--- src/rtl/bridge_controller.sv ---
// bridge_controller
//
// Drawbridge sequencing controller. Sits downstream of the deck car counter.
// Stops road traffic, waits for an empty deck, raises the deck, serves the boat,
// then lowers the deck and reopens the road. The deck is never lifted while
// road traffic may still be entering or while cars remain on it.
//
// Ports:
//   Clk        in   clock, rising edge
//   Reset      in   asynchronous active-low reset
//   ExistCar   in   high while cars are on the deck
//   BoatReq    in   level, a boat is waiting
//   UpLimit    in   deck fully up (already synchronized)
//   DownLimit  in   deck fully down (already synchronized)
//   FaultClear in   operator fault acknowledge
//   CarLight   out  2'b00 red, 2'b01 yellow, 2'b10 green
//   BoatLight  out  1 = boat green
//   MotorUp    out  lift motor raise
//   MotorDown  out  lift motor lower
//   Fault      out  controller is in FAULT
//   State      out  debug state code (ROAD 0 .. FAULT 6)
//
// Optional feature macro: BRIDGE_FAULT_EN
//   Defined   : motor timeout, both-limits detection and a latched FAULT state.
//   Undefined : RAISE/LOWER wait indefinitely, Fault is constant 0,
//               FaultClear is ignored.
//
// All outputs except State are registered and decoded from the next state,
// so they change on the same edge as the state register.

module bridge_controller #(
    parameter int unsigned MIN_ROAD      = 32,
    parameter int unsigned YELLOW        = 8,
    parameter int unsigned CLEAR         = 4,
    parameter int unsigned BOAT_GREEN    = 64,
    parameter int unsigned MOTOR_TIMEOUT = 256
) (
    input  logic       Clk,
    input  logic       Reset,
    input  logic       ExistCar,
    input  logic       BoatReq,
    input  logic       UpLimit,
    input  logic       DownLimit,
    input  logic       FaultClear,
    output logic [1:0] CarLight,
    output logic       BoatLight,
    output logic       MotorUp,
    output logic       MotorDown,
    output logic       Fault,
    output logic [2:0] State
);

    typedef enum logic [2:0] {
        StRoad   = 3'd0,
        StYellow = 3'd1,
        StClear  = 3'd2,
        StRaise  = 3'd3,
        StBoat   = 3'd4,
        StLower  = 3'd5,
        StFault  = 3'd6
    } stateT;

    localparam logic [15:0] MinRoadC   = 16'(MIN_ROAD);
    localparam logic [15:0] YellowLast = 16'(YELLOW - 1);
    localparam logic [15:0] ClearLast  = 16'(CLEAR - 1);
    localparam logic [15:0] BoatLast   = 16'(BOAT_GREEN - 1);
    localparam logic [15:0] TimerMax   = 16'hFFFF;

`ifdef BRIDGE_FAULT_EN
    localparam logic [15:0] MotorLast  = 16'(MOTOR_TIMEOUT - 1);
`else
    // Keeps the fault-only inputs and parameter referenced in the default build.
    logic unusedFaultInputs;
    assign unusedFaultInputs = FaultClear ^ (MOTOR_TIMEOUT == 0);
`endif

    stateT       stateQ, stateD;
    logic [15:0] timerQ, timerD;

    logic [1:0]  carLightD;
    logic        boatLightD;
    logic        motorUpD;
    logic        motorDownD;
    logic        faultD;

    // Next-state logic.
    always_comb begin
        stateD = stateQ;
        case (stateQ)
            StRoad: begin
                if (BoatReq && (timerQ == MinRoadC)) stateD = StYellow;
            end
            StYellow: begin
                if (timerQ == YellowLast) stateD = StClear;
            end
            StClear: begin
                // Timer holds the length of the current run of empty-deck cycles.
                if (!ExistCar && (timerQ == ClearLast)) stateD = StRaise;
            end
            StRaise: begin
                if (UpLimit) stateD = StBoat;
`ifdef BRIDGE_FAULT_EN
                else if (timerQ == MotorLast) stateD = StFault;
`endif
            end
            StBoat: begin
                if (timerQ == BoatLast) stateD = StLower;
            end
            StLower: begin
                if (DownLimit) stateD = StRoad;
`ifdef BRIDGE_FAULT_EN
                else if (timerQ == MotorLast) stateD = StFault;
`endif
            end
            StFault: begin
`ifdef BRIDGE_FAULT_EN
                if (FaultClear && DownLimit && !UpLimit) stateD = StRoad;
`else
                stateD = StLower;
`endif
            end
            default: stateD = StLower;
        endcase
`ifdef BRIDGE_FAULT_EN
        // Contradictory limit switches override every other decision.
        if (UpLimit && DownLimit) stateD = StFault;
`endif
    end

    // Shared timer: cleared on every state change, saturating otherwise.
    always_comb begin
        timerD = timerQ;
        if (stateD != stateQ) begin
            timerD = '0;
        end else if ((stateQ == StClear) && ExistCar) begin
            timerD = '0;
        end else if (stateQ == StRoad) begin
            if (timerQ != MinRoadC) timerD = timerQ + 16'd1;
        end else if (timerQ != TimerMax) begin
            timerD = timerQ + 16'd1;
        end
    end

    // Output decode from the next state.
    always_comb begin
        carLightD  = 2'b00;
        boatLightD = 1'b0;
        motorUpD   = 1'b0;
        motorDownD = 1'b0;
        faultD     = 1'b0;
        case (stateD)
            StRoad:   carLightD  = 2'b10;
            StYellow: carLightD  = 2'b01;
            StRaise:  motorUpD   = 1'b1;
            StBoat:   boatLightD = 1'b1;
            StLower:  motorDownD = 1'b1;
`ifdef BRIDGE_FAULT_EN
            StFault:  faultD     = 1'b1;
`endif
            default: ;
        endcase
    end

    // Reset parks the FSM in LOWER with every actuator off; the first edge
    // afterwards starts lowering (or opens the road if already down).
    always_ff @(posedge Clk or negedge Reset) begin
        if (!Reset) begin
            stateQ    <= StLower;
            timerQ    <= '0;
            CarLight  <= 2'b00;
            BoatLight <= 1'b0;
            MotorUp   <= 1'b0;
            MotorDown <= 1'b0;
            Fault     <= 1'b0;
        end else begin
            stateQ    <= stateD;
            timerQ    <= timerD;
            CarLight  <= carLightD;
            BoatLight <= boatLightD;
            MotorUp   <= motorUpD;
            MotorDown <= motorDownD;
            Fault     <= faultD;
        end
    end

    assign State = stateQ;

endmodule
--- config.mk ---
export PLATFORM = sky130hd
export DESIGN_NAME = bridge_controller
export DESIGN_NICKNAME = d
export VERILOG_FILES = /design/src/rtl/bridge_controller.sv
export SDC_FILE = /design/constraint.sdc
export NUM_CORES = 1
export LEC_CHECK = 0
export ABC_AREA = 1
export CORE_ASPECT_RATIO = 0.9
export CORE_MARGIN = 3
export CORE_UTILIZATION = 55
export CTS_BUF_LIST = sky130_fd_sc_hd__clkbuf_16
export DETAILED_ROUTE_END_ITERATION = 10
export HOLD_SLACK_MARGIN = 0.02
export PLACE_DENSITY = 0.77
export SYNTH_ARGS = -nofsm -noshare
export SYNTH_HDL_FRONTEND = slang
export SYNTH_SLANG_ARGS = --single-unit
--- constraint.sdc ---
create_clock -name Clk -period 2.18 [get_ports Clk]
set_clock_uncertainty 0.2 [all_clocks]
set_input_delay 0.654 -clock Clk [delete_from_list [all_inputs] [get_ports Clk]]
set_output_delay 0.654 -clock Clk [all_outputs]
set_load 0.05 [all_outputs]
# Word-level counts from Yosys, hierarchy flattened
# Cells that the tools add are included.
totals:
  inputBits: 7
  register_bits: 24
  out_inout_bits: 9
  word_cells: 48
classes:
  reduce_logical: 8
  n_addsub: 1
  eq_ne: 17
  n_mux: 16
ops:
  columns: ["cell", "count"]
  rows:
  - ["two-way mux 16 bit", 5]
  - ["== test 16 x 6 -> 1 bit (second input constant)", 2]
  - ["two-way mux 3 bit", 6]
  - ["case mux 3 bit (6 select lines)", 1]
  - ["adder 16 x 1 -> 16 bit (second input constant)", 1]
  - ["== test 16 x 2 -> 1 bit (second input constant)", 1]
  - ["== test 16 x 3 -> 1 bit (second input constant)", 1]
  - ["inequality test 16 bit (second input constant)", 1]
  - ["inequality test 16 x 6 -> 1 bit (second input constant)", 1]
  - ["== test 3 bit (second input constant)", 4]
  - ["== test 3 x 2 -> 1 bit (second input constant)", 3]
  - ["== test 3 x 1 -> 1 bit (second input constant)", 2]
  - ["logical NOT 3 bit", 2]
  - ["inequality test 4 x 3 -> 1 bit (second input constant)", 1]
  - ["case mux 2 bit (2 select lines)", 1]
  - ["nonzero test 4 bit", 1]
  - ["logical AND 1 bit", 3]
  - ["two-way mux 1 bit", 3]
  - ["inequality test 3 bit", 1]
  - ["AND reduction 2 bit", 1]
  - ["logical NOT 1 bit", 1]

# Longest topological paths before layout
# Gate-level depths: netlist of run 1.
logic_depth:
  word_depth: 7
  mapped_depth: 12
  ltp_nobuf: 10

# Least setup slack after synthesis of run 1
# Ideal clock, no wire load.
synth_timing:
  path_kind: "register to register"
  from: "reg stateQ[1], in the netlist State[1]"
  to: "reg timerQ[15]"
  setup_time_ps: 65
  arrival_ps: 1782
  period_less_slack_ps: 2047
  path_slack_ps: 133
  t_required_ps: 1915
  path_stages_with_launch: 10
  cell_sequence: "dfrtp_1 > buf_2 > nand2_1 > nor2_1 > inv_2 > nand2_1 > o211a_4 > buf_2 > nand4_1 > nand2_2"
synth_between:
  elab_chain_cells: 5
  elab_cells_between_ends: 21
  cone_classes: "eq/ne (7); mux (10); reduce/logical (4)"
synth_lines:
  columns: ["element", "line_no", "source"]
  rows:
  - ["start: declaration", "77", "stateT stateQ, stateD;"]
  - ["start signal: assignment", "168", "stateQ <= StLower;"]
  - ["start signal: assignment", "176", "stateQ <= stateD;"]
  - ["== test 3 bit (tied with other cells)", "89", "case (stateQ)"]
  - ["case mux 3 bit (6 select lines)", "89", null]
  - ["inequality test 3 bit", "133", "if (stateD != stateQ) begin"]
  - ["inequality test 4 x 3 -> 1 bit (no source line) or nonzero test 4 bit (tied branches)", null, null]
  - ["AND reduction 2 bit (no source line)", null, null]
  - ["end signal: assignment", "177", "timerQ <= timerD;"]
  - ["end: declaration", "78", "logic [15:0] timerQ, timerD;"]
# Several ways; a longest one is shown, not always the timed one.
# A chain may end at the register's enable or synchronous reset.

# Worst setup path in the final report of run 1
layout_timing:
  from: "reg timerQ[1]"
  to: "reg timerQ[8]"
layout_between:
  elab_chain_cells: 7
  elab_cells_between_ends: 23
  cone_classes: "add/sub (1); eq/ne (8); mux (10); reduce/logical (4)"
layout_lines:
  columns: ["element", "line_no"]
  rows:
  - ["== test 16 x 2 -> 1 bit or == test 16 x 6 -> 1 bit (tied branches)", "98, 91"]
  - ["logical AND 1 bit (on tied branches)", "98, 91"]
  - ["two-way mux 3 bit (on tied branches)", "98, 91"]
  - ["case mux 3 bit (6 select lines) *", "89"]
  - ["net stateD[0]", "77"]
  - ["inequality test 3 bit *", "133"]
  - ["inequality test 4 x 3 -> 1 bit (no source line) or nonzero test 4 bit (tied branches)", null]
  - ["AND reduction 2 bit (no source line)", null]
# Mark *: on every way through the listed nets, which the timed path passes. The rest lies on a longest branch. The select of a mux whose other input is x is not followed.

==> summary.md, run 1 <==
| Metric | Value |
|---|---|
| Total global routing overflow | `0` |
| Port Buf Inserts | `13` |
| Most common cell type on the critical path | `nand3_1` |
| Via count of the first global-routing pass | `around 1500` |
| Net Sw Frac | `37.7%` |
| Initial drt markers | `around 110` |
| Final nets | `284` |
| Number of flip-flops and latches in the synthesized netlist | `24` |
| Commonest cells post-synth | `nand2_1 (55), nor2_1 (39), inv_1 (25), nand3_1 (25), dfrtp_1 (22)` |
| Post-CTS Hold Buffers | `0` |
| Std cell rows | `18` |
| Die Outline Area | `slightly below 4000 sq um` |
| Sequential group share of total power | `between 30% and 40%` |
| Net load switching power | `626 uW` |
| Initial antenna violation count | `0` |
| Average wire per standard cell | `13.7 um` |
| Worst hold path class | `register to register` |
| Number of nets produced by synthesis | `255` |
| Worst voltage drop across the vdd grid | `0.000460 V` |
| Hold slack | `0.434 ns` |
| Total clock sinks | `24` |
| Worst slack at placement | `-0.222 ns` |
| Launch instance of the worst register-to-register path | `timerQ[1]` |
| Crit path setup slack, layout | `around 0.076 ns` |
| Overall via count from detail_route | `1714` |
| Max Buffers Root-to-Sink | `2` |
| GPL Wtd Cong | `approximately 0.92` |
| Type of element launching the critical path | `register` |
| Largest net degree at the start of global routing | `25` |
| Overall Power | `1.66 mW` |
| Cell-internal power | `1.04 mW` |
| Endpoint class of the critical path | `register` |
| Count of unresolved DRC violations after routing | `0` |
| Power share of the clock group | `23.9%` |
| Portion of the clock cycle consumed by the worst path in the final layout | `96.5%` |
| Detail Placement HPWL | `2.94 mm` |
| Wire length of the first global-routing pass | `6.74 mm` |
| Start point of the critical path | `timerQ[1]` |
| Area Growth Syn to Fin | `24.6%` |
| Upper clock frequency limit | `475 MHz` |
| Root Buffer Master | `clkbuf_16` |
| Total clock buffers created by CTS | `3` |
| Fraction of the yosys area taken by sequential cells | `34.3%` |
| Die W | `~66 um` |
| Critical path endpoint | `timerQ[8]` |
| Total wire length | `4.28 mm` |
| Ordered list of cells on the worst path | `ha_1, nand3_1, nor2_2, nand2_2, a21oi_2, nand3_2, nand2_4, clkbuf_16, nand3_1, nand2_1` |
| Hold Violations, Final | `0` |
| Remaining antenna violation count after routing | `0` |
| Dominant synthesized flop cell | `dfrtp_1` |
| Cell type with the highest aggregate area in the netlist | `dfrtp_1` |
| Clock insertion delay at the later pin of the skew report | `0.25 ns` |
| Mean area per synthesized cell | `around 7 sq um` |
| Number of distinct library cell variants in the gate-level netlist after synthesis | `33` |
| Total of endpoints with negative setup slack in the final report | `0` |
| Critical register-to-register path endpoint | `timerQ[8]` |
| Fraction of synthesized cell area taken by the top area cell type | `31.3%` |
| Reg2Reg Setup Slack | `between 0.07 and 0.08 ns` |
| Area of the mapped netlist | `between 1500 and 2000 sq um` |
| GRT Total Usage | `between 20% and 30%` |
| Maximum cell stage delay along the critical path | `0.42 ns` |
| Result of the run | `finished clean` |
| Ratio of cells with drive above 1 in the final layout | `approximately 24%` |
| Boundary pin count | `16` |
| Combinational cell fraction of total power | `39.2%` |
| Leading post-synthesis cells by cell area | `dfrtp_1 (31%), nand2_1 (12%), nor2_1 (8.3%)` |
| TritonCTS clock tree | `done` |
| Initial core utilization | `~61%` |
| Number of enable flip-flop cells after synthesis | `0` |
| Post-Synthesis Cells | `245` |
| Worst setup path category | `register to register` |
| Deepest level of the CTS H-tree | `1` |
| Async set-or-reset flop fraction in the synthesized netlist | `100%` |
| Placeable core region | `2910 sq um` |
| Number of warning messages in the yosys log | `0` |
| Chip height | `slightly below 60 um` |
| Worst reg2reg path depth | `10` |
| Reported leakage power | `between 1 and 1.5 nW` |
| First-pass iteration count of the detailed router | `5` |
| Top-count cell post-synth | `nand2_1` |
| Crit Path Max Fanout | `8` |
| Cell at the slowest stage of the critical path | `dfrtp_2` |
| Final Slew Violations | `0` |
| Aggregate negative setup slack | `0 ns` |
| Via density per instance | `5.48` |
| Number of max-cap violations | `0` |
| Power density over the cells | `758 nW/um^2` |
| Critical path data required time | `2.17 ns` |
| Clock slew at reported path FFs | `0.06 ns` |
| Worst endpoint data arrival time | `~2.1 ns` |
| Number of diodes | `0` |
| Post-layout minimum cycle time | `around 2.1 ns` |
## cells by family (layout without fill, tap and decap cells)
kind of cell / after synthesis / count (layout) / synth area share, %
fa+ha+maj: 3 / 3 / 2.14
buf+inv: 36 / 63 / 9.54
flops: 24 / 24 / 34.3
compound gates: 14 / 14 / 5.41
other cells: 1 / 1 / 0.213
xor+xnor: 9 / 9 / 4.48
simple gates: 158 / 159 / 43.9
## worst min path at each step
stage          startpoint         to  slack, ns  cells after the start
2_1_floorplan       Reset  BoatLight       0.16                      0
3_3_place_gp    timerQ[7]  timerQ[2]       0.45                      2
3_5_place_dp    timerQ[7]  timerQ[2]       0.45                      2
4_1_cts         timerQ[7]  timerQ[2]       0.46                      2
5_1_grt         timerQ[1]  timerQ[1]       0.48                      2
6_report        timerQ[1]  timerQ[1]       0.43                      2
## per-layer routing
layer	part of all wire, %	track usage [%]	wire, um	vias to the layer above
met2	49	39.5	2110	76
met4	0.89	7.99	38	0
met5	0	0	0	-
li1	-	-	-	842
met1	41	28.8	1760	790
met3	8.5	4.17	365	6
## metrics by stage
| stage | instance area [sq um] | utilization, % | cells |
|---|---|---|---|
| 5_1_grt | 2190 | 75.4 | 313 |
| 2_1_floorplan | 1760 | - | 245 |
| 3_5_place_dp | 2000 | 68.8 | 303 |
| 3_3_place_gp | 2000 | 68.8 | 303 |
| 4_1_cts | 2080 | 71.5 | 307 |
| 6_report | 2190 | 75.4 | 313 |
## power by group through the flow
stage / clock network, mW / logic, mW / registers (mW)
6_report: 0.397 / 0.651 / 0.614
5_1_grt: 0.426 / 0.715 / 0.626
4_1_cts: 0.404 / 0.606 / 0.607
3_5_place_dp: 0 / 0.600 / 0.616
3_3_place_gp: 0 / 0.591 / 0.615
2_1_floorplan: 0 / 0.404 / 0.631
## area by class of cell
class	instances	area, sq um
multi-input combinational	186	1030
fill	216	714
sequential	24	606
timing repair buffer	30	317
inverter	29	109
clock buffer	3	75.1
tap	40	50.0
clock inverter	1	3.75
## state kept, by name (all words and copies together) (netlist names)
register and count:
timerQ 16, State 3, CarLight 2, BoatLight 1, MotorDown 1, MotorUp 1
## timing repair
item | in CTS | in global routing
gates cloned | 0 | 2
endpoints found under the setup margin | 2 | 16
buffers inserted | 0 | 4
hold endpoints to repair | 0 | 0
pin swaps | 0 | 9
gates resized for setup | 0 | 14
## placed cells by master, fill, tap and decap left out
master,count
nand3_1,24
o211a_4,1
ha_1,3
xnor2_1,2
nor3_1,1
o21ai_0,2
nor3_2,2
dlymetal6s2s_1,3
clkbuf_16,4
o41ai_1,1
nor2_8,1
a21oi_2,1
a21oi_1,7
clkdlybuf4s50_1,2
inv_1,25
nor4_1,1
dfrtp_1,20
buf_6,1
nand2_2,9
nand4_4,2
nand2_1,53
nor2_2,7
nand4_1,14
buf_12,4
buf_4,19
nor3b_1,1
nand3_2,2
nor2_1,38
nand2_4,1
nor2_4,3
conb_1,1
o21bai_1,1
inv_2,5
dfstp_2,2
xor2_1,7
o31ai_1,1
dfrtp_2,2
## worst max-delay path: cells and delay by family (launching register included)
family / cells / cell delay [ns]
and+or+nand+nor: 7 / 0.83
buffers and inverters: 1 / 0.18
adders and majority gates: 1 / 0.21
DFF: 1 / 0.42
AOI/OAI and AO/OA: 1 / 0.21
(Power assumes the default switching activity.)
==> inputs of run 2 (changes only) <==
Settings changed: CORE_ASPECT_RATIO 0.9 to 0.6, CTS_BUF_LIST sky130_fd_sc_hd__clkbuf_16 to sky130_fd_sc_hd__clkbuf_2.
==> run 2 against run 1 <==
Net effect:
- critical path depth is 8 lower
- maximum frequency about the same
- non-clock buffer count increased by 8
- global-route usage grew 2.6 points
- register-to-register slack about the same
==> summary.md, run 2 (synthesis results as in run 1) <==
| Metric | Value |
|---|---|
| Final nets | `292 (+2.8%)` |
| Total clock sinks | `24 (unchanged)` |
| Ordered list of cells on the worst path | `buf_6, buf_12` |
| Cell at the slowest stage of the critical path | `dfstp_2` |
| Number of filler cells placed in the layout | `241 (+12%)` |
| Kind of cell with the highest combined delay on the critical path | `flip-flops` |
| Worst setup path category | `register to primary output` |
| Maximum cell stage delay along the critical path | `0.62 ns (+0.20 ns)` |
| Reported leakage power | `1.09 nW (-1.7%)` |
| Ratio of cells with drive above 1 in the final layout | `28.8% (+4.6 points)` |
| Average wire per standard cell | `15.2 um (+11%)` |
| Die W | `79.0 um (+20%)` |
| Fraction of the core area covered by cells at the end of the flow | `75.4% (about the same)` |
| Die Outline Area | `3930 sq um (+0.53%)` |
| GRT Total Usage | `25.4% (+2.6 points)` |
| First-pass iteration count of the detailed router | `5 (unchanged)` |
| Worst slack at placement | `-0.250 ns (-0.0286 ns)` |
| Worst path bufs/invs | `2 (+1)` |
| Crit path setup slack, layout | `0.0739 ns (-0.00170 ns)` |
| Top library cells by usage in the layout, fill and taps aside | `nand2_1 (55), nor2_1 (37), buf_4 (28)` |
| Crit Path Max Fanout | `6 (-2)` |
| Hold slack | `0.402 ns (-0.0316 ns)` |
| Initial antenna violation count | `0 (unchanged)` |
| Total global routing overflow | `0 (unchanged)` |
| Leading cell type in the layout, fill and taps excluded | `nand2_1` |
| Detail Placement HPWL | `3.52 mm (+20%)` |
| Worst hold path class | `input port to asynchronous set/reset pin` |
| Max Buffers Root-to-Sink | `2 (unchanged)` |
| Boundary pin count | `16 (unchanged)` |
| Portion of the clock cycle consumed by the worst path in the final layout | `96.6% (about the same)` |
| Deepest level of the CTS H-tree | `1 (unchanged)` |
| Power density over the cells | `727 nW/um^2 (-4.1%)` |
| Root Buffer Master | `clkbuf_2` |
| Remaining antenna violation count after routing | `0 (unchanged)` |
| Number of diodes | `0 (unchanged)` |
| Number of flip-flops in the largest register | `16 (unchanged)` |
| Via density per instance | `5.51 (+0.64%)` |
| Endpoint class of the critical path | `primary output` |
| GPL Wtd Cong | `0.928 (+0.36%)` |
| Initial core utilization | `59.3% (-1.2 points)` |
| Clock insertion delay at the later pin of the skew report | `0.37 ns (+0.12 ns)` |
| Largest net degree at the start of global routing | `25 (unchanged)` |
| Std cell rows | `15 (-3)` |
| Critical path data required time | `1.33 ns (-0.84 ns)` |
| Total clock buffers created by CTS | `3 (unchanged)` |
| Total wire length | `4.91 mm (+15%)` |
| Wire length of the first global-routing pass | `7.76 mm (+15%)` |
| Clock slew at reported path FFs | `0.25 ns (+0.19 ns)` |
| Post-layout minimum cycle time | `2.11 ns (+0.00170 ns)` |
| Top reg by flops | `timerQ` |
| Port Buf Inserts | `13 (unchanged)` |
| Area Growth Syn to Fin | `27.1%` |
| Chip height | `49.8 um (-17%)` |
| Hold Violations, Final | `0 (unchanged)` |
| Number of max-cap violations | `0 (unchanged)` |
| Initial drt markers | `216 (+100%)` |
| Post-CTS Hold Buffers | `0 (unchanged)` |
| Overall via count from detail_route | `1780 (+3.9%)` |
| Count of unresolved DRC violations after routing | `0 (unchanged)` |
| Worst endpoint data arrival time | `1.25 ns (-0.84 ns)` |
| Worst voltage drop across the vdd grid | `0.000677 V (+47%)` |
| Final Slew Violations | `0 (unchanged)` |
| Upper clock frequency limit | `475 MHz (about the same)` |
| TritonCTS clock tree | `done` |
| Total of endpoints with negative setup slack in the final report | `0 (unchanged)` |
| Result of the run | `finished clean` |
| Type of element launching the critical path | `register` |
| Placeable core region | `2970 sq um (+2.1%)` |
| Via count of the first global-routing pass | `1539 (+2.1%)` |
run 2: worst paths after layout:
path,start,endpoint,depth (start not counted),slack [ns]
min in group Clk,State[1],MotorUp,2,0.47
worst max-delay path,State[0],State[0],2,0.07
max in group asynchronous,Reset,State[0],2,1.07
worst max register to register,timerQ[1],timerQ[1],10,0.09
worst min register to register,State[1],MotorUp,2,0.47
worst min-delay path,Reset,timerQ[14],2,0.40
run 2: routing by layer:
| metal | track usage (%) | share of wire, % | routed length [um] |
|---|---|---|---|
| met3 | 5.47 | 12 | 566 |
| met5 | 0 | 0 | 0 |
| met2 | 33.7 | 38 | 1880 |
| met1 | 41.5 | 48 | 2350 |
| met4 | 4.86 | 2.3 | 112 |
run 2: cell type report:
type	count	area, sq um	area share (%)
clock buffer	3	15.0	0.672
clock inverter	1	30.0	1.34
inverter	29	110	4.93
multi-input combinational	186	1070	47.9
sequential	24	606	27.1
tap	42	52.6	2.35
timing repair buffer	38	352	15.7
run 2: worst register-to-register path: stages (launching register included):
cell,delay (ns)
dfrtp_2,0.51
ha_1,0.19
inv_1,0.07
nor2_4,0.17
nand3_2,0.14
nor2_4,0.16
nand3_2,0.11
a21oi_2,0.21
buf_4,0.14
nand4_1,0.08
nand2_1,0.08
run 2: timing repair:
item	CTS	global route
endpoints found under the setup margin	13	17
gates resized for setup	2	18
cloned	0	1
setup buffers	0	7
pin swaps	0	4
run 2: metrics by stage:
stage	TNS [ns]	power, mW	cells	area (sq um)
floorplan	0	1.03	245	1760
global placement	-2.87	1.22	311	2050
detailed placement	-3.38	1.23	311	2050
CTS	0	1.54	315	2100
global route	-0.0334	1.73	323	2230
finish	0	1.63	323	2230
run 2: power by group:
group / switching, mW / internal, mW / leakage, nW
registers: 0.102 / 0.515 / 0.313
logic: 0.415 / 0.286 / 0.749
clock network: 0.150 / 0.158 / 0.0266
total: 0.667 / 0.959 / 1.09
==> inputs of run 3 (changes only) <==
Settings changed: CORE_MARGIN 3 to 2.
==> run 3 against run 2 <==
Net effect:
- worst hold slack got worse by 0.0097 ns
- maximum frequency about the same
- critical path depth increased by 9
- register-to-register slack about the same
- utilization decreased by 1.1 points
- sequential share of layout area increased by 0.42 points
- die area decreased by 6.4%
- design area decreased by 1.5%
- global-route usage increased by 0.91 points
- sequential power about the same
- routed wire length decreased by 5.7%
- power increased by 1.3%
- critical path type is now register to register
- highest routed layer unchanged
==> summary.md, run 3 (synthesis results as in run 1) <==
| Metric | Value |
|---|---|
| Result of the run | `finished clean` |
| Via density per instance | `5.52 (+0.11%)` |
| Largest net degree at the start of global routing | `25 (unchanged)` |
| Post-CTS Hold Buffers | `0 (unchanged)` |
| Worst voltage drop across the vdd grid | `0.000727 V (+7.3%)` |
| Worst hold path class | `input port to asynchronous set/reset pin` |
| Top library cells by usage in the layout, fill and taps aside | `nand2_1 (55), nor2_1 (38), buf_4 (26)` |
| Die Outline Area | `3680 sq um (-6.4%)` |
| Initial drt markers | `290 (+34%)` |
| Upper clock frequency limit | `475 MHz (about the same)` |
| Overall via count from detail_route | `1771 (-0.51%)` |
| Reported leakage power | `1.09 nW (+0.53%)` |
| Average wire per standard cell | `14.4 um (-5.1%)` |
| Total clock buffers created by CTS | `3 (unchanged)` |
| Max Buffers Root-to-Sink | `2 (unchanged)` |
| Std cell rows | `15 (unchanged)` |
| Clock slew at reported path FFs | `0.26 ns (about the same)` |
| Critical path data required time | `2.26 ns (+0.93 ns)` |
| Met2 WL | `1.78 mm (-5.1%)` |
| Top reg by flops | `timerQ` |
| Ratio of cells with drive above 1 in the final layout | `25.8% (-3.0 points)` |
| Final nets | `290 (-0.68%)` |
| Detail Placement HPWL | `3.49 mm (-0.89%)` |
| Port Buf Inserts | `13 (unchanged)` |
| Total clock sinks | `24 (unchanged)` |
| Number of max-cap violations | `0 (unchanged)` |
| Area Growth Syn to Fin | `25.2%` |
| Die W | `77.0 um (-2.5%)` |
| Placeable core region | `2970 sq um (unchanged)` |
| Post-layout minimum cycle time | `2.10 ns (-0.00145 ns)` |
| First-pass iteration count of the detailed router | `5 (unchanged)` |
| TritonCTS clock tree | `done` |
| Met1 layer wirelength in the final routing | `2.32 mm (-1.2%)` |
| Start point of the critical path | `timerQ[1]` |
| Root Buffer Master | `clkbuf_2` |
| Type of element launching the critical path | `register` |
| Remaining antenna violation count after routing | `0 (unchanged)` |
| GPL Wtd Cong | `0.951 (+2.4%)` |
| Number of diodes | `0 (unchanged)` |
| Number of flip-flops in the largest register | `16 (unchanged)` |
| Worst setup path category | `register to register` |
| Count of unresolved DRC violations after routing | `0 (unchanged)` |
| Power density over the cells | `748 nW/um^2 (+2.9%)` |
| Deepest level of the CTS H-tree | `1 (unchanged)` |
| Initial core utilization | `59.3% (unchanged)` |
| Total wire length | `4.63 mm (-5.7%)` |
| Number of filler cells placed in the layout | `245 (+1.7%)` |
| Chip height | `47.8 um (-4.0%)` |
| Leading cell type in the layout, fill and taps excluded | `nand2_1` |
| Final Slew Violations | `0 (unchanged)` |
| Crit path setup slack, layout | `0.0753 ns (+0.00145 ns)` |
| Top layer used by detailed routing | `met4` |
| Total global routing overflow | `0 (unchanged)` |
| Worst slack at placement | `-0.256 ns (-0.00574 ns)` |
| Hold slack | `0.393 ns (-0.00969 ns)` |
| Portion of the clock cycle consumed by the worst path in the final layout | `96.5% (about the same)` |
| Launch instance of the worst register-to-register path | `timerQ[1]` |
| Hold Violations, Final | `0 (unchanged)` |
| Met3 Routed Length | `482 um (-15%)` |
| Total of endpoints with negative setup slack in the final report | `0 (unchanged)` |
| Initial antenna violation count | `0 (unchanged)` |
| Worst endpoint data arrival time | `2.18 ns (+0.93 ns)` |
| Crit Path Max Fanout | `8 (+2)` |
| Worst reg2reg path depth | `11 (+1)` |
| Endpoint class of the critical path | `register` |
| Via count of the first global-routing pass | `1435 (-6.8%)` |
| Clock insertion delay at the later pin of the skew report | `0.36 ns (about the same)` |
| Boundary pin count | `16 (unchanged)` |
| GRT Total Usage | `26.4% (+0.91 points)` |
| Wire length of the first global-routing pass | `7.22 mm (-6.9%)` |
run 3: changes by cell type in the layout (fill, tap and decap cells not counted), sizes merged:
cell and change:
buf -1, clkinv -1, inv +1, nand4 -1
run 3: report_power, final:
| group | switching, mW | leakage [nW] | internal, mW |
|---|---|---|---|
| registers | 0.103 | 0.313 | 0.515 |
| clock network | 0.148 | 0.0266 | 0.158 |
| logic | 0.410 | 0.755 | 0.313 |
| total | 0.661 | 1.09 | 0.986 |
run 3: timing repair:
item                                    CTS  global route
setup buffers                             0             5
endpoints found under the setup margin    0            16
gates resized for setup                   0            10
run 3: worst max-delay path: stages, from the launching register on:
cell and delay (ns):
dfrtp_2 0.50, buf_4 0.15, inv_1 0.05, ha_1 0.18, nand3_1 0.10, nor2_2 0.12
nand4_1 0.18, nand3_2 0.16, nand2_4 0.10, buf_12 0.15, nand2_1 0.09, a21oi_1 0.05
run 3: area by class of cell:
cell class	instances	area (sq um)	share of cell area [%]
Clock buffer	3	15.0	0.682
Clock inverter	1	30.0	1.36
Inverter	29	109	4.95
Multi-Input combinational cell	185	1020	46.5
Sequential cell	24	606	27.5
Tap cell	42	52.6	2.39
Timing Repair Buffer	37	365	16.6
run 3: routing by layer:
metal	track usage [%]	up-vias
li1	-	856
met1	42.4	817
met2	36.1	94
met3	6.23	4
met4	3.21	0
met5	0	-
run 3: metrics by stage:
step                power [mW]  util, %  TNS (ns)  area (sq um)  instances
finish                    1.65     74.2         0          2200        321
global route              1.74     74.2   -0.0218          2200        321
CTS                       1.57     71.6         0          2120        316
detailed placement        1.26     70.1     -4.08          2080        312
global placement          1.25     70.1     -4.15          2080        312
floorplan                 1.03        -         0          1760        245
run 3: worst paths after layout:
kind	endpoint	slack [ns]
setup / recovery	timerQ[5]	0.08
hold / removal	timerQ[14]	0.39
setup reg to reg	timerQ[5]	0.08
hold reg to reg	timerQ[2]	0.52
max in group asynchronous	State[0]	1.08
min in group Clk	timerQ[2]	0.52
